## src/rtl/exception_sequencer.sv

```systemverilog
// Exception sequencer: flush, vector to handler, return via epc+1, halt on nesting.
// Ports: clk, rst (sync, active-high); exception_flag/cause_ovf/pc_in/instr_in/eret in;
//   stall/flush/pc_load/pc_target/in_handler/halted control out;
//   epc/cause/bad_instr saved state; exc_count accepted-exception counter.
module exception_sequencer #(
  parameter logic [15:0] VEC_ILLEGAL = 16'h0010,
  parameter logic [15:0] VEC_OVF     = 16'h0020
) (
  input  logic        clk,
  input  logic        rst,
  input  logic        exception_flag,
  input  logic        cause_ovf,
  input  logic [15:0] pc_in,
  input  logic [15:0] instr_in,
  input  logic        eret,
  output logic        stall,
  output logic        flush,
  output logic        pc_load,
  output logic [15:0] pc_target,
  output logic [15:0] epc,
  output logic [1:0]  cause,
  output logic [15:0] bad_instr,
  output logic        in_handler,
  output logic        halted,
  output logic [7:0]  exc_count
);

  typedef enum logic [2:0] {
    S_IDLE,
    S_FLUSH,
    S_VECTOR,
    S_HANDLER,
    S_RETURN,
    S_HALT
  } state_t;

  localparam logic [1:0] C_NONE = 2'b00;
  localparam logic [1:0] C_ILL  = 2'b01;
  localparam logic [1:0] C_OVF  = 2'b10;

  state_t state;
  state_t state_nxt;

  logic accept;
  assign accept = (state == S_IDLE) && exception_flag;

  always_ff @(posedge clk) begin
    if (rst) begin
      state     <= S_IDLE;
      epc       <= '0;
      bad_instr <= '0;
      cause     <= C_NONE;
      exc_count <= '0;
    end else begin
      state <= state_nxt;
      if (accept) begin
        epc       <= pc_in;
        bad_instr <= instr_in;
        cause     <= cause_ovf ? C_OVF : C_ILL;
        if (exc_count != 8'hFF)
          exc_count <= exc_count + 8'd1;
      end
      if (state == S_RETURN)
        cause <= C_NONE;
    end
  end

  always_comb begin
    state_nxt  = state;
    stall      = 1'b0;
    flush      = 1'b0;
    pc_load    = 1'b0;
    pc_target  = '0;
    in_handler = 1'b0;
    halted     = 1'b0;
    unique case (state)
      S_IDLE: begin
        if (exception_flag)
          state_nxt = S_FLUSH;
      end
      S_FLUSH: begin
        flush     = 1'b1;
        stall     = 1'b1;
        state_nxt = S_VECTOR;
      end
      S_VECTOR: begin
        pc_load   = 1'b1;
        stall     = 1'b1;
        pc_target = (cause == C_OVF) ? VEC_OVF : VEC_ILLEGAL;
        state_nxt = S_HANDLER;
      end
      S_HANDLER: begin
        in_handler = 1'b1;
        // a nested exception outranks a simultaneous return
        if (exception_flag)
          state_nxt = S_HALT;
        else if (eret)
          state_nxt = S_RETURN;
      end
      S_RETURN: begin
        pc_load   = 1'b1;
        stall     = 1'b1;
        pc_target = epc + 16'd1;
        state_nxt = S_IDLE;
      end
      S_HALT: begin
        stall  = 1'b1;
        halted = 1'b1;
      end
      default: state_nxt = S_IDLE;
    endcase
  end

endmodule

```

## config.mk

```make
export PLATFORM = sky130hd
export DESIGN_NAME = exception_sequencer
export DESIGN_NICKNAME = d
export VERILOG_FILES = /design/src/rtl/exception_sequencer.sv
export SDC_FILE = /design/constraint.sdc
export NUM_CORES = 1
export LEC_CHECK = 0
export ABC_AREA = 1
export CORE_UTILIZATION = 25
export DETAILED_ROUTE_END_ITERATION = 8
export HOLD_SLACK_MARGIN = 0.08
export PLACE_DENSITY = 0.51
export SLEW_MARGIN = 5
export SYNTH_ARGS = -nofsm -noshare
export SYNTH_HDL_FRONTEND = slang
export SYNTH_SLANG_ARGS = --single-unit
```

## constraint.sdc

```tcl
create_clock -name clk -period 2.7 [get_ports clk]
set_input_delay 0.54 -clock clk [delete_from_list [all_inputs] [get_ports clk]]
set_output_delay 0.54 -clock clk [all_outputs]
set_load 0.02 [all_outputs]
```

==> qor.yml, run 1 <==
pwr:
  p_leak_uw: 0.001451
  peakVddDrop_mv: 0.2126
  total_power_uw: 1981
  power_density_nw_per_um2: 574.6
detailed_routing:
  firstDrtPassIters: 4
  routed_wl_mm: 7.059
  via_per_inst: 4.561
  postRouteAntennaNets: 0
  drt_iter0_drc: 103
  drc: 0
  wl_per_cell_um: 13.07
  route.vias.total: 2463
die:
  rows: 33
  ioPinCount: 100
  start_util_pct: 26.39
  die_y_um: 96.07
  die-area_um2: 9228
  fp.dieW_um: 96.07
  core_um2: 8382
critical_path:
  path_class: "register to primary output"
  startpoint_type: "register"
  crit_required_ps: 2160
  endpoint_kind: "primary output"
  crit_fanout: 10
  arrival_ps: 2000
grt:
  grt_overflow: 0
  grt_pass1_wl_mm: 11.02
  grt_pass1_vias: 2199
  grt_max_degree: 46
  grtUsageTotal_pct: 15.62
  antenna_found_initial: 0
finish:
  final_cell_mix: "100 x nand2_1, 87 x clkdlybuf4s50_1, 45 x dfxtp_1"
  drive_gt1_share_pct: 4.828
  finalNonFillerCells: 540
  fill_cells: 915
  fin_nets: 473
  final_area_um2: 3448
  multiInputGateArea_um2: 1125
  seqCellArea_um2: 900.9
  diodes: 0
  syn_to_final_growth_pct: 55.88
  final_common_cell: "nand2_1"
placement:
  portBuffers: 99
  place_hpwl_mm: 5.242
  numPlacedInstances: 532
  place_area_um2: 3302
  gp_congestion: 0.8799
sta:
  fin_setup_tns_ps: 0
  final_hold_viol_count: 0
  slew_headroom_pct: 67.81
  slew_violations: 0
  worst_pin_slew_ps: 482.4
  setup_viol: 0
  fin_skew_ps: 1.123
  period_needed_ps: 2538
  max_freq_ghz: 0.3940
  grt_setup_unrepaired: "false"
  finalCritPeriodShare_pct: 93.99
clock_network:
  clk_pin_slew_ps: 80
  clock_path_buffers: 2
  htreeDepth: 2
  clkSinkCount: 45
  numCtsBuffers: 5
  cts_tree: "done"
  clock_latency_ps: 290
  clockRootBuffer: "clkbuf_8"
yosys:
  synthAdderAreaFrac_pct: 1.131
  yosys.area_share.simple_pct: 32.30
  synthMuxAreaShare_pct: 0
  yosysWarnings: 0
  synth_area_um2: 2212
  syn_avg_cell_area_um2: 6.603
  synth_seq_cells: 45
  synth_top_family_by_area: "simple AND/OR/NAND/NOR gates"
  yosysUniqueCellTypes: 24
  ys_seq_area_share_pct: 40.72
  synthXorXnorAreaFrac_pct: 1.584
  synthCells: 335
  synth-compound-area-share_pct: 15.50
  syn_nets: 374
status:
  outcome: "complete, no violations"
flow_run:
  drv_cap: 0
worst_hold_path:
  hp-class: "register to register"
==> logic make-up (layout without fill, tap and decap cells) <==
| logic type | after synthesis | in the layout |
|---|---|---|
| compound gates | 67 | 67 |
| buf+inv | 44 | 144 |
| simple gates | 173 | 173 |
| fa+ha+maj | 2 | 2 |
| flops | 45 | 45 |
| xor+xnor | 4 | 4 |
==> routing by layer <==
layer  part of all wire (%)  GRT usage (%)  wire, um
met1                     48          21.71      3393
met2                     44          24.00      3124
met3                    6.7          3.081       472
met4                   0.96          5.100        68
met5                      0              0         0
==> worst paths after layout <==
kind	start	end	slack (ps)	depth (start not counted)
min reg2reg	bad_instr[0]	bad_instr[0]	470	2
max reg2reg	exc_count[0]	exc_count[0]	1200	9
min	bad_instr[0]	bad_instr[0]	470	2
max	state[0]	pc_target[3]	160	6
==> layout make-up <==
cell class	instances	share of cell area, %
clock buffer	7	2.504
timing repair buffer	103	30.15
multi-input combinational	246	32.62
clock inverter	1	0.8708
inverter	33	3.919
sequential	45	26.12
tap	105	3.810
==> cell usage after synthesis <==
cell type  number  area, um2
a21oi_1        43      215.2
a31oi_1         2      12.51
buf_2           5      25.02
buf_6           2      22.52
clkbuf_1        4      15.01
clkinv_1        1      3.750
clkinv_4        1      8.760
dfxtp_1        45      900.9
ha_1            2      25.02
inv_1          29      108.9
inv_2           1      3.750
inv_4           1      6.260
nand2_1       100      375.4
nand2_4         1      11.26
nand3_1        15      75.07
nand3_4         1      17.52
nand4_1         3      18.77
nor2_1         45      168.9
nor2_2          1      6.260
nor2_4          1      11.26
nor3_1          6      30.03
o21ai_0        20      100.1
o21bai_1        2      15.01
xor2_1          4      35.03
==> critical path, stage by stage (launching register included) <==
cell             delay [ps]
dfxtp_1                 390
nor2_4                  170
nand2_1                 130
clkinvlp_4              200
o21ai_0                 110
nor2_1                  100
clkdlybuf4s50_1         610
==> sequential cells by signal (all words and copies together), names as in the netlist <==
register,cells
exc_count,8
bad_instr,16
epc,16
state,3
cause,2
==> through the flow <==
step                      hold WS, ps  worst slack (ps)  util, %
after floorplan                 538.2             567.5        -
after global placement          452.6             346.4    39.39
after detailed placement        457.9             320.3    39.39
after CTS                       473.4             28.03    40.74
after global routing            488.1             4.450    41.14
final                           467.8             162.1    41.14
==> where the power goes <==
| part | internal, uW | leakage [uW] | total [uW] | switching [uW] |
|---|---|---|---|---|
| logic | 279 | 0.00102 | 636 | 357 |
| registers | 742 | 0.000369 | 821 | 78.7 |
| clock network | 302 | 0.0000585 | 525 | 223 |
| total | 1320 | 0.00145 | 1980 | 658 |
==> repair_timing <==
action	4_1_cts	5_1_grt
setup endpoints to repair	3	9
hold buffers	0	0
resized for setup	3	12
setup buffers	0	0
Note: power is estimated with default switching activity, not from simulation.
==> run 2: changes to the inputs <==
- CAP_MARGIN: not set -> 20
- SETUP_SLACK_MARGIN: not set -> 0.3
==> qor.yml, run 2 (synthesis results as in run 1) <==
status:
  outcome: "complete, no violations"
die:
  ioPinCount: 100
  core_um2: 8382
  start_util_pct: 26.39
  rows: 33
  die-area_um2: 9228
  die_y_um: 96.07
  fp.dieW_um: 96.07
sta:
  max_freq_ghz: 0.4349
  fin_skew_ps: 1.461
  holdWs_ps: 467.8
  finalCritPeriodShare_pct: 85.17
  final_hold_viol_count: 0
  grt_setup_unrepaired: "true"
  period_needed_ps: 2300
  fin_setup_tns_ps: 0
  slew_headroom_pct: 67.26
  slew_violations: 0
  setup_viol: 0
  worst_pin_slew_ps: 490.5
clock_network:
  clock_path_buffers: 2
  numCtsBuffers: 5
  clk_pin_slew_ps: 80
  clkSinkCount: 45
  cts_tree: "done"
  clock_latency_ps: 290
  clockRootBuffer: "clkbuf_8"
  htreeDepth: 2
critical_path:
  critPathMaxStageDelay_ps: 370
  endpoint_kind: "primary output"
  crit_required_ps: 2160
  path_class: "register to primary output"
  arrival_ps: 1760
  rr_worst_depth: 9
  critPathSlowestCell: "dfxtp_2"
  startpoint_type: "register"
  crit_fanout: 5
  crit_path_cell_trace: "ha_1 -> nand2_2 -> nor2_4 -> nand4_1 -> o21bai_1 -> nor2_1 -> clkdlybuf4s15_1"
grt:
  grt_max_degree: 46
  grt_pass1_wl_mm: 11.07
  grt_overflow: 0
  grtUsageTotal_pct: 15.68
  grt_pass1_vias: 2209
  antenna_found_initial: 0
worst_hold_path:
  hold_depth: 2
  hp-class: "register to register"
pwr:
  total_power_uw: 1986
  peakVddDrop_mv: 0.2125
  power_density_nw_per_um2: 578.6
  p_leak_uw: 0.001370
placement:
  gp_congestion: 0.8799
  place_hpwl_mm: 5.242
  portBuffers: 99
detailed_routing:
  routed_wl_mm: 7.126
  postRouteAntennaNets: 0
  wl_per_cell_um: 13.20
  firstDrtPassIters: 4
  drc: 0
  via_per_inst: 4.635
  drt_iter0_drc: 127
  route.vias.total: 2503
finish:
  reg_top3: "bad_instr x16, epc x16, exc_count x8"
  drive_gt1_share_pct: 8.966
  syn_to_final_growth_pct: 55.20
  final_cell_mix: "99 x nand2_1, 81 x clkdlybuf4s50_1, 43 x a21oi_1"
  diodes: 0
  fin_nets: 473
  final_common_cell: "nand2_1"
flow_run:
  drv_cap: 0
run 2: cell count changes in the layout (fill, tap and decap cells not counted), moves of 4 or more:
cell / change
dlymetal6s2s_1: -6
clkbuf_2: +5
clkdlybuf4s50_1: -6
dfxtp_2: +6
dlygate4sd2_1: +4
dfxtp_1: -6
run 2: routing by layer:
layer / track usage (%) / up-vias / part of all wire, %
li1: - / 1266 / -
met1: 21.85 / 1153 / 48
met2: 24.17 / 77 / 44
met3: 2.923 / 7 / 6.8
met4: 5.100 / 0 / 1.2
met5: 0 / - / 0
run 2: worst paths after layout:
kind	from	endpoint	slack [ps]
max	epc[0]	pc_target[12]	400
min	bad_instr[0]	bad_instr[0]	470
max reg2reg	exc_count[0]	exc_count[0]	1200
min reg2reg	bad_instr[0]	bad_instr[0]	470
run 2: area by class of cell:
class | instances | area [um2]
fill | 922 | 4949
multi-input combinational | 246 | 1147
inverter | 33 | 132.6
sequential | 45 | 908.4
clock buffer | 7 | 86.33
timing repair buffer | 103 | 997.2
tap | 105 | 131.4
clock inverter | 1 | 30.03
run 2: critical path, delay by kind of cell (launching register included):
family	cells	cell delay, ps
compound gates	1	200
buf+inv	1	280
simple gates	4	430
flops	1	370
fa+ha+maj	1	190
run 2: power by group:
| group | total, uW | switching (uW) | leakage [uW] | internal, uW |
|---|---|---|---|---|
| clock | 527 | 225 | 0.0000585 | 302 |
| combinational | 635 | 360 | 0.000940 | 275 |
| sequential | 824 | 79.2 | 0.000371 | 745 |
| total | 1990 | 664 | 0.00137 | 1320 |
run 2: what timing repair did:
action                                  in CTS  in global routing
gates resized for setup                     23                 26
setup buffers                                0                  0
cloned                                       0                  0
pin swaps                                    0                  2
hold buffers                                 0                  0
endpoints found under the setup margin      15                 14
run 2: through the flow:
stage,worst slack (ps),instances,instance area [um2],utilization [%]
after global placement,346.4,532,3302,39.39
after floorplan,567.5,335,2212,-
final,400.5,540,3433,40.96
after detailed placement,320.3,532,3302,39.39
after CTS,231.9,540,3413,40.72
after global routing,289.9,540,3433,40.96
==> run 3: changes to the inputs <==
- CTS_BUF_LIST: not set -> sky130_fd_sc_hd__clkbuf_16
==> qor.yml, run 3 (synthesis results as in run 1) <==
clock_network:
  clock_path_buffers: 2
  htreeDepth: 2
  post-cts-setup-buffers: 0
  clkSinkCount: 45
  numCtsBuffers: 5
  ctsHoldBuffers: 0
  clock_latency_ps: 280
  clockRootBuffer: "clkbuf_16"
  cts_tree: "done"
  clk_pin_slew_ps: 60
detailed_routing:
  wl_per_cell_um: 13.14
  route.vias.total: 2487
  firstDrtPassIters: 6
  drc: 0
  routed_wl_mm: 7.098
  postRouteAntennaNets: 0
  drt_iter0_drc: 113
  via_per_inst: 4.606
sta:
  setup_viol: 0
  max_freq_ghz: 0.4287
  grt_setup_unrepaired: "true"
  finalCritPeriodShare_pct: 86.40
  period_needed_ps: 2333
  slew_violations: 0
  setup_ws_ps: 367.1
  fin_setup_tns_ps: 0
  worst_pin_slew_ps: 471.7
  fin_skew_ps: 4.300
  slew_headroom_pct: 68.52
  final_hold_viol_count: 0
finish:
  fin_nets: 473
  drive_gt1_share_pct: 8.046
  final_common_cell: "nand2_1"
  syn_to_final_growth_pct: 56.50
  diodes: 0
  postLayoutCoreUtil_pct: 41.30
  final_area_um2: 3462
  final_cell_mix: "99 x nand2_1, 81 x clkdlybuf4s50_1, 43 x a21oi_1"
  reg_top3: "bad_instr x16, epc x16, exc_count x8"
status:
  outcome: "complete, no violations"
die:
  die_y_um: 96.07
  core_um2: 8382
  fp.dieW_um: 96.07
  die-area_um2: 9228
  ioPinCount: 100
  start_util_pct: 26.39
  rows: 33
grt:
  grt_max_degree: 46
  grt_util_met3_pct: 3.160
  grt_overflow: 0
  grt_use_met2_pct: 24.17
  grtUsageTotal_pct: 15.67
  grt-busiest-layer: "met2"
  grt_pass1_wl_mm: 11.08
  met1_usage_pct: 21.95
  antenna_found_initial: 0
  grt_pass1_vias: 2196
pwr:
  power_density_nw_per_um2: 615.8
  p_int_uw: 1451
  p_leak_uw: 0.001416
  p_sw_uw: 681.6
  p_sw_share_pct: 31.97
  seqPwrFrac_pct: 38.6
  p_clk_share_pct: 31.6
  share_comb_of_total_power_pct: 29.8
  peakVddDrop_mv: 0.2328
critical_path:
  r2r_end: "exc_count[0]"
  arrival_ps: 1790
  rrSetupSlack_ps: 1200
  path_class: "register to primary output"
  crit_end: "pc_target[12]"
  startpoint: "epc[0]"
  endpoint_kind: "primary output"
  rr_worst_depth: 9
  r2r_start: "exc_count[0]"
  crit_required_ps: 2160
  crit_fanout: 5
  startpoint_type: "register"
worst_hold_path:
  hp-class: "register to register"
placement:
  gp_congestion: 0.8799
  place_area_um2: 3302
  place_hpwl_mm: 5.242
  pre_cts_ws_ps: 320.3
  portBuffers: 99
flow_run:
  drv_cap: 0
[run 3: area by class of cell]
class                   count  area, um2
well taps                 105      131.4
clock buffers               5      125.1
clock inverters             3      37.54
repair buffers            103      991.0
multi-input cells         246       1137
inverters                  33      132.6
fillers                   918       4920
flip-flops and latches     45      907.1
[run 3: worst min-delay path by stage]
stage / slack (ps) / start / to / depth (start not counted)
after floorplan: 540 / state[0] / state[0] / 2
after global routing: 480 / bad_instr[5] / bad_instr[5] / 2
after CTS: 470 / bad_instr[9] / bad_instr[9] / 2
after global placement: 450 / bad_instr[10] / bad_instr[10] / 2
final: 460 / bad_instr[1] / bad_instr[1] / 2
after detailed placement: 460 / bad_instr[9] / bad_instr[9] / 2
[run 3: critical path, stage by stage (launching register included)]
cell and delay, ps:
dfxtp_2 360, ha_1 190, nand2_2 110, nor2_2 140, nand4_1 140, o21bai_1 190
nor2_1 60, dlygate4sd2_1 310
[run 3: what timing repair did]
action,in CTS,in global routing
setup endpoints to repair,14,13
hold endpoints to repair,0,0
resized for setup,18,25
pin swaps,0,1
[run 3: power by group through the flow]
stage | sequential (uW) | combinational [uW] | clock [uW]
after floorplan | 906 | 277 | 0
final | 824 | 634 | 674
after detailed placement | 836 | 643 | 0
after global placement | 834 | 644 | 0
after global routing | 836 | 703 | 725
after CTS | 821 | 643 | 705
[run 3: per-stage QoR]
step                      power [uW]  instances  hold slack (ps)
after floorplan                 1182        335            538.2
after global placement          1477        532            452.6
after detailed placement        1479        532            457.9
after CTS                       2169        540            469.8
after global routing            2265        540            484.1
final                           2132        540            464.4
[run 3: per-layer routing]
layer,vias up,share of wire (%)
li1,1264,-
met1,1123,47
met2,85,43
met3,15,7.4
met4,0,1.7
met5,-,0
